$ cat src/rtl/bloom_query_engine.sv
// Bloom filter membership query engine: two-hash read of a shared BRAM bit-array with early exit on a clear bit.
// Optional BLOOM_QUERY_STATS_EN adds saturating query/hit counters with a clear input.
module bloom_query_engine #(
  parameter int ADDR_W = 4,
  parameter int DATA_W = 16,
  parameter int RD_LAT = 1,
  localparam int BIT_W  = $clog2(DATA_W),
  localparam int HASH_W = ADDR_W + BIT_W
) (
  input  logic              clka,
  input  logic              rsta,
  input  logic              q_valid,
  output logic              q_ready,
  input  logic [HASH_W-1:0] q_hash1,
  input  logic [HASH_W-1:0] q_hash2,
  output logic              r_valid,
  input  logic              r_ready,
  output logic              r_hit,
  output logic              bram_en,
  output logic [ADDR_W-1:0] bram_addr,
  input  logic [DATA_W-1:0] bram_dout,
  input  logic              wr_busy
`ifdef BLOOM_QUERY_STATS_EN
  ,
  input  logic              stat_clr,
  output logic [31:0]       stat_queries,
  output logic [31:0]       stat_hits
`endif
);

  typedef enum logic [1:0] {IDLE, ISSUE, WAIT, RESP} state_t;

  localparam logic [1:0] LAST = 2'(RD_LAT - 1);

  state_t            state;
  logic [HASH_W-1:0] hash1;
  logic [HASH_W-1:0] hash2;
  logic              idx;
  logic [1:0]        wait_cnt;
  logic [BIT_W-1:0]  cur_bit;

  assign q_ready = (state == IDLE) && !rsta;
  // The read strobe must react to wr_busy in the same cycle, so it cannot be a register.
  assign bram_en = (state == ISSUE) && !wr_busy && !rsta;
  assign cur_bit = idx ? hash2[BIT_W-1:0] : hash1[BIT_W-1:0];

  always_ff @(posedge clka) begin
    if (rsta) begin
      state     <= IDLE;
      r_valid   <= 1'b0;
      r_hit     <= 1'b0;
      bram_addr <= '0;
      idx       <= 1'b0;
      hash1     <= '0;
      hash2     <= '0;
      wait_cnt  <= '0;
    end else begin
      case (state)
        IDLE: begin
          if (q_valid) begin
            hash1     <= q_hash1;
            hash2     <= q_hash2;
            idx       <= 1'b0;
            bram_addr <= q_hash1[HASH_W-1:BIT_W];
            state     <= ISSUE;
          end
        end
        ISSUE: begin
          if (!wr_busy) begin
            wait_cnt <= '0;
            state    <= WAIT;
          end
        end
        WAIT: begin
          if (wait_cnt == LAST) begin
            if (!bram_dout[cur_bit]) begin
              r_hit   <= 1'b0;
              r_valid <= 1'b1;
              state   <= RESP;
            end else if (!idx) begin
              idx       <= 1'b1;
              bram_addr <= hash2[HASH_W-1:BIT_W];
              state     <= ISSUE;
            end else begin
              r_hit   <= 1'b1;
              r_valid <= 1'b1;
              state   <= RESP;
            end
          end else begin
            wait_cnt <= wait_cnt + 2'd1;
          end
        end
        RESP: begin
          if (r_ready) begin
            r_valid <= 1'b0;
            state   <= IDLE;
          end
        end
        default: state <= IDLE;
      endcase
    end
  end

`ifdef BLOOM_QUERY_STATS_EN
  // Clear takes priority over a same-cycle handshake; both counters stick at all-ones.
  always_ff @(posedge clka) begin
    if (rsta || stat_clr) begin
      stat_queries <= '0;
      stat_hits    <= '0;
    end else if (r_valid && r_ready) begin
      if (stat_queries != 32'hFFFF_FFFF) stat_queries <= stat_queries + 32'd1;
      if (r_hit && stat_hits != 32'hFFFF_FFFF) stat_hits <= stat_hits + 32'd1;
    end
  end
`endif

endmodule
$ cat config.mk
export PLATFORM = sky130hd
export DESIGN_NAME = bloom_query_engine
export DESIGN_NICKNAME = d
export VERILOG_FILES = /design/src/rtl/bloom_query_engine.sv
export SDC_FILE = /design/constraint.sdc
export NUM_CORES = 1
export LEC_CHECK = 0
export BUFFER_PORTS_ARGS = -buffer_cell sky130_fd_sc_hd__buf_4
export CORE_MARGIN = 2
export CORE_UTILIZATION = 30
export CTS_BUF_LIST = sky130_fd_sc_hd__clkbuf_4 sky130_fd_sc_hd__clkbuf_8
export DETAILED_ROUTE_END_ITERATION = 6
export HOLD_SLACK_MARGIN = 0.02
export SYNTH_ARGS = -nofsm -noshare
export SYNTH_HDL_FRONTEND = slang
export SYNTH_SLANG_ARGS = --single-unit
$ cat constraint.sdc
create_clock -name clka -period 3.55 [get_ports clka]
set_input_delay 0.1775 -clock clka [delete_from_list [all_inputs] [get_ports clka]]
set_output_delay 0.1775 -clock clka [all_outputs]
set_load 0.03 [all_outputs]
=== Word level (Yosys, flattened, before mapping) ===
Index checks and enable logic that the tools add are counted.

* $add $sub $neg: 1
* $lt $le $gt $ge: 1
* Equal/unequal tests: 12
* Mux-type cells: 28
* Reductions and logical operators: 17

{| class="wikitable"
|+ Operator list
! kind !! count
|-
| 4-bit 2-to-1 mux || 5
|-
| 2-bit 2-to-1 mux || 8
|-
| 2-bit inequality test (second input constant) || 8
|-
| 4-bit AND reduction || 3
|-
| 1-bit 2-to-1 mux || 9
|-
| 2-bit case mux with 4 select lines || 1
|-
| 4-bit case mux with 2 select lines || 1
|-
| 3-bit AND reduction || 2
|-
| 2-bit nonzero test || 3
|-
| 4-bit by 5-bit < comparator with 1-bit output (second input constant) || 1
|-
| 5-bit AND reduction || 1
|-
| 1-bit binary-select mux with 4-bit select || 1
|-
| 2-bit equality test (second input constant) || 2
|-
| 2-bit zero test || 2
|-
| 1-bit case mux with 2 select lines || 2
|-
| 2-bit case mux with 2 select lines || 1
|-
| 1-bit logical AND || 3
|-
| 3-bit inequality test (second input constant) || 1
|-
| 2-bit by 1-bit adder with 2-bit output (second input constant) || 1
|-
| 2-bit by 1-bit equality test with 1-bit output (second input constant) || 1
|-
| 1-bit zero test || 2
|-
| 2-bit AND reduction || 1
|}

* Flip-flop bits (word level): 23
* Bits of input ports: 37
* Output and inout bits: 8
* Logic and storage cells: 67

=== Longest topological paths before layout ===
* Word-level depth: 6
* Gate-level depth with buffers: 9
* Mapped depth without buffers: 8

=== Worst setup path after synthesis ===
Ideal clock, no wire load.

* Path kind: register to register
* Start point: register idx
* End point: register bram_addr[1]
* Setup time: 74 ps
* Arrival: 1967 ps
* Data required time: 3476 ps
* Slack: 1509 ps
* Cell stages (with the launch flop): 9
* Buffers on the path: 2
* Period minus slack after synthesis: 2041 ps
* Path through: dfxtp_1 > buf_6 > mux2i_4 > mux4_1 > nand2_1 > nand4_2 > buf_6 > or2_0 > a31oi_1

* Longest elaborated chain between the ends: 5
* Elaborated cells between the ends (all ways): 6
* Classes of those cells: 2 x eq/ne; 3 x mux; 1 x reduce/logical

{| class="wikitable"
|+ RTL lines
! element !! line !! source
|-
| start: declaration || 38 || <nowiki>logic idx;</nowiki>
|-
| start signal: assignment || 53 || <nowiki>idx <= 1'b0;</nowiki>
|-
| start signal: assignment || 63 || <nowiki>idx <= 1'b0;</nowiki>
|-
| start signal: assignment || 81 || <nowiki>idx <= 1'b1;</nowiki>
|-
| 4-bit 2-to-1 mux || 45 || <nowiki>assign cur_bit = idx ? hash2[BIT_W-1:0] : hash1[BIT_W-1:0];</nowiki>
|-
| 1-bit binary-select mux with 4-bit select || 76 || <nowiki>if (!bram_dout[cur_bit]) begin</nowiki>
|-
| 1-bit 2-to-1 mux (implied by the code) || 76 ||
|-
| 2-bit inequality test (no line) || -- ||
|-
| 5-bit AND reduction (no line) (*) || -- ||
|-
| end signal: assignment || 64 || <nowiki>bram_addr <= q_hash1[HASH_W-1:BIT_W];</nowiki>
|-
| end signal: assignment || 82 || <nowiki>bram_addr <= hash2[HASH_W-1:BIT_W];</nowiki>
|-
| end: declaration || 20 || <nowiki>output logic [ADDR_W-1:0] bram_addr,</nowiki>
|}

Every way passes the cells marked *; elsewhere a longest branch is shown, timed or not. The select of a mux whose other input is x is not followed.
A chain may end at the register's enable or synchronous reset.

=== Final worst setup path ===
* Start point: register idx
* End point: register bram_addr[3]

The elaborated chain is that of the path after synthesis.

==> impl_metrics.yaml <==
yosys:
  synth.yosys.seq_area_share_pct: 34.1
  synth.most_common_cell: "nand2_1"
  syn-num-nets: 210
  synth_ff_type: "dfxtp_1"
  synthCells: 172
  synth_top_area_cell: "dfxtp_1"
  synth_compound_area_share_pct: 22.5
  synth_top_family_by_area: "simple AND/OR/NAND/NOR gates"
  synth_mux_area_share_pct: 10.0
  synth-async-reset-ratio_pct: 0
  avgSynthCellArea_um2: 7.86
  synth_top_area_share_pct: 34.1
  ys_types: 36
  synthSimpleGateAreaFrac_pct: 26.2
  synth_seq_cells: 23
  synth_edf_count: 0
  synth_common_cells: "47 x nand2_1, 23 x dfxtp_1, 21 x a21oi_1, 9 x clkbuf_1, 9 x nor2_1"
  ys_top_cells_by_area: "dfxtp_1 34%, nand2_1 13%, a21oi_1 7.8%, mux4_1 3.9%, a22oi_1 2.8%"
  synthAdderAreaFrac_pct: 0.926
  synth_area_um2: 1350
  yosys_warnings: 0
  synth_xor_xnor_area_share_pct: 0
grt:
  antenna_found_initial: 0
  grt_pass1_vias: 1146
  grt_pass1_wl_mm: 5.27
  grt_overflow: 0
  grt_max_degree: 26
  grt_usage_pct: 13.0
cts:
  cts_made_buffers: 3
  cts_root_buf: "clkbuf_8"
  clkLatencyLatePin_ns: 0.27
  cts-resized-gates: 0
  clock_sinks: 23
  clk_path_buf_depth: 2
  post-cts-setup-buffers: 0
  cts_max_level: 1
  hold_buffers: 0
  path_clk_slew_ns: 0.09
  cts_tree: "built"
floorplan:
  fp.dieH_um: 71.1
  start_util_pct: 31.0
  die-area_um2: 5060
  io_pins: 45
  die_x_um: 71.1
  fp.coreArea_um2: 4350
  rows: 24
run_status:
  status: "finished clean"
timing:
  period_share_pct: 73.8
  slew_headroom_pct: 29.9
  setup-tns-final_ns: 0
  setup_slack_ns: 0.931
  fmax_mhz: 382
  setup_viol_count_final: 0
  rsz0062_at_grt: "no"
  hold_viol: 0
  fin_worst_skew_ns: 0.00271
  slew_viol_final: 0
  tightest_slew_ns: 1.05
  fin_crit_ns: 2.62
worst_setup_path:
  worst_setup_path_end_kind: "flip-flop"
  timing.rr.end: "bram_addr[3]"
  critPathKind: "reg2reg"
  cp_data_arrival_time_ns: 2.82
  worstSetupEndpoint: "bram_addr[3]"
  critPathMaxStageDelay_ns: 0.68
  worstSetupStartpoint: "idx"
  cpMaxStageDelayCell: "dfxtp_1"
  reg2regPathDepth: 6
  critPathMaxFanout: 16
  ff2ff_setup_slack_ns: 0.93
  crit_chain: "mux2i_4 > mux4_1 > nand2_1 > nand4_2 > or2_0 > a31oi_1"
  reg2reg_from: "idx"
  start_kind: "flip-flop"
  required_ns: 3.75
layout:
  instances_no_fill: 260
  syn_to_final_growth_pct: 27.5
  drive_gt1_share_pct: 27.4
  final_nets: 247
  n_antenna_cell: 0
route:
  first_pass_iters: 4
  detail-route-antenna-nets: 0
  vias_per_cell: 5.05
  routed_wl_mm: 3.21
  vias: 1313
  drt_iter0_drc: 54
  drc: 0
  wire_per_inst_um: 12.3
place:
  place_ws_ns: 0.921
  port_buffers: 44
  place_congestion: 0.660
  dpl.hpwl_mm: 2.40
  dp_cells: 256
power_and_ir_drop:
  vdd_ir_drop_max_mv: 0.140
  p_leak_uw: 0.000676
  p_per_area_nw_per_um2: 371
job:
  drv_cap: 0
min_path:
  hold_path.class: "in2reg"
-- registers in the layout, indices dropped and copies added (netlist names) --
name / cells
r_hit: 1
bram_addr: 4
idx: 1
state: 2
r_valid: 1
wait_cnt: 2
hash1: 4
hash2: 8
-- through the flow --
stage,hold slack [ns],area (µm²),utilization (%),total power (µW)
after floorplan,0.313,1350,-,420
after global placement,0.430,1680,38.5,476
after detailed placement,0.433,1680,38.5,478
after CTS,0.139,1720,39.6,648
after global routing,0.142,1720,39.6,676
final,0.144,1720,39.6,640
-- layer usage --
metal | wire (µm) | vias to the layer above | part of all wire, % | GRT usage [%]
met5 | 0 | - | 0 | 0
met4 | 50 | 0 | 1.6 | 5.66
met3 | 161 | 4 | 5.0 | 1.99
met2 | 1520 | 38 | 47 | 20.8
met1 | 1480 | 596 | 46 | 17.4
li1 | - | 675 | - | -
-- worst max-delay path: cells and delay by family, from the launching register on --
family	cells	cell delay (ns)
muxes	2	0.98
AOI/OAI and AO/OA	1	0.18
and+or+nand+nor	3	0.70
DFF	1	0.68
-- worst min path at each step --
stage,from,to,cells past startpoint
after global routing,q_hash1[2],hash1[2],3
after global placement,q_hash1[2],hash1[2],3
after floorplan,q_hash1[0],hash1[0],2
final,q_hash2[6],hash2[6],3
after detailed placement,q_hash2[6],hash2[6],3
after CTS,q_hash2[6],hash2[6],3
-- power breakdown --
part           switching [µW]  internal (µW)
combinational            87.6           80.6
clock                    91.3           78.6
sequential               24.4            277
total                     203            437
-- kinds of logic (layout without fill, tap and decap cells) --
group                    after synthesis  after routing
AO/OA/AOI/OAI                         47             47
multiplexers                           7              7
adder cells (fa/ha/maj)                1              1
flip-flops                            23             23
AND/OR/NAND/NOR                       78             78
buffers and inverters                 16             52
-- layout by cell type (no fill, tap or decap), types with 2 or more instances in the layout --
cell type	n
a211oi_1	4
a21oi_1	21
a22oi_1	5
a31oi_1	6
buf_4	44
clkbuf_8	3
dfxtp_1	23
inv_1	4
mux2_2	2
mux4_1	2
nand2_1	47
nand2b_1	3
nand3b_1	2
nor2_1	9
nor2b_1	2
nor3_1	4
o21ai_0	4
o32ai_1	2
or2_0	4
-- layout make-up --
class                           count  area (µm²)
Timing Repair Buffer               44         330
Fill cell                         469        2630
Sequential cell                    23         460
Inverter                            4        15.0
Clock inverter                      1        5.00
Clock buffer                        3        41.3
Tap cell                           52        65.1
Multi-Input combinational cell    133         806
Power figures use the tool's default switching activity.
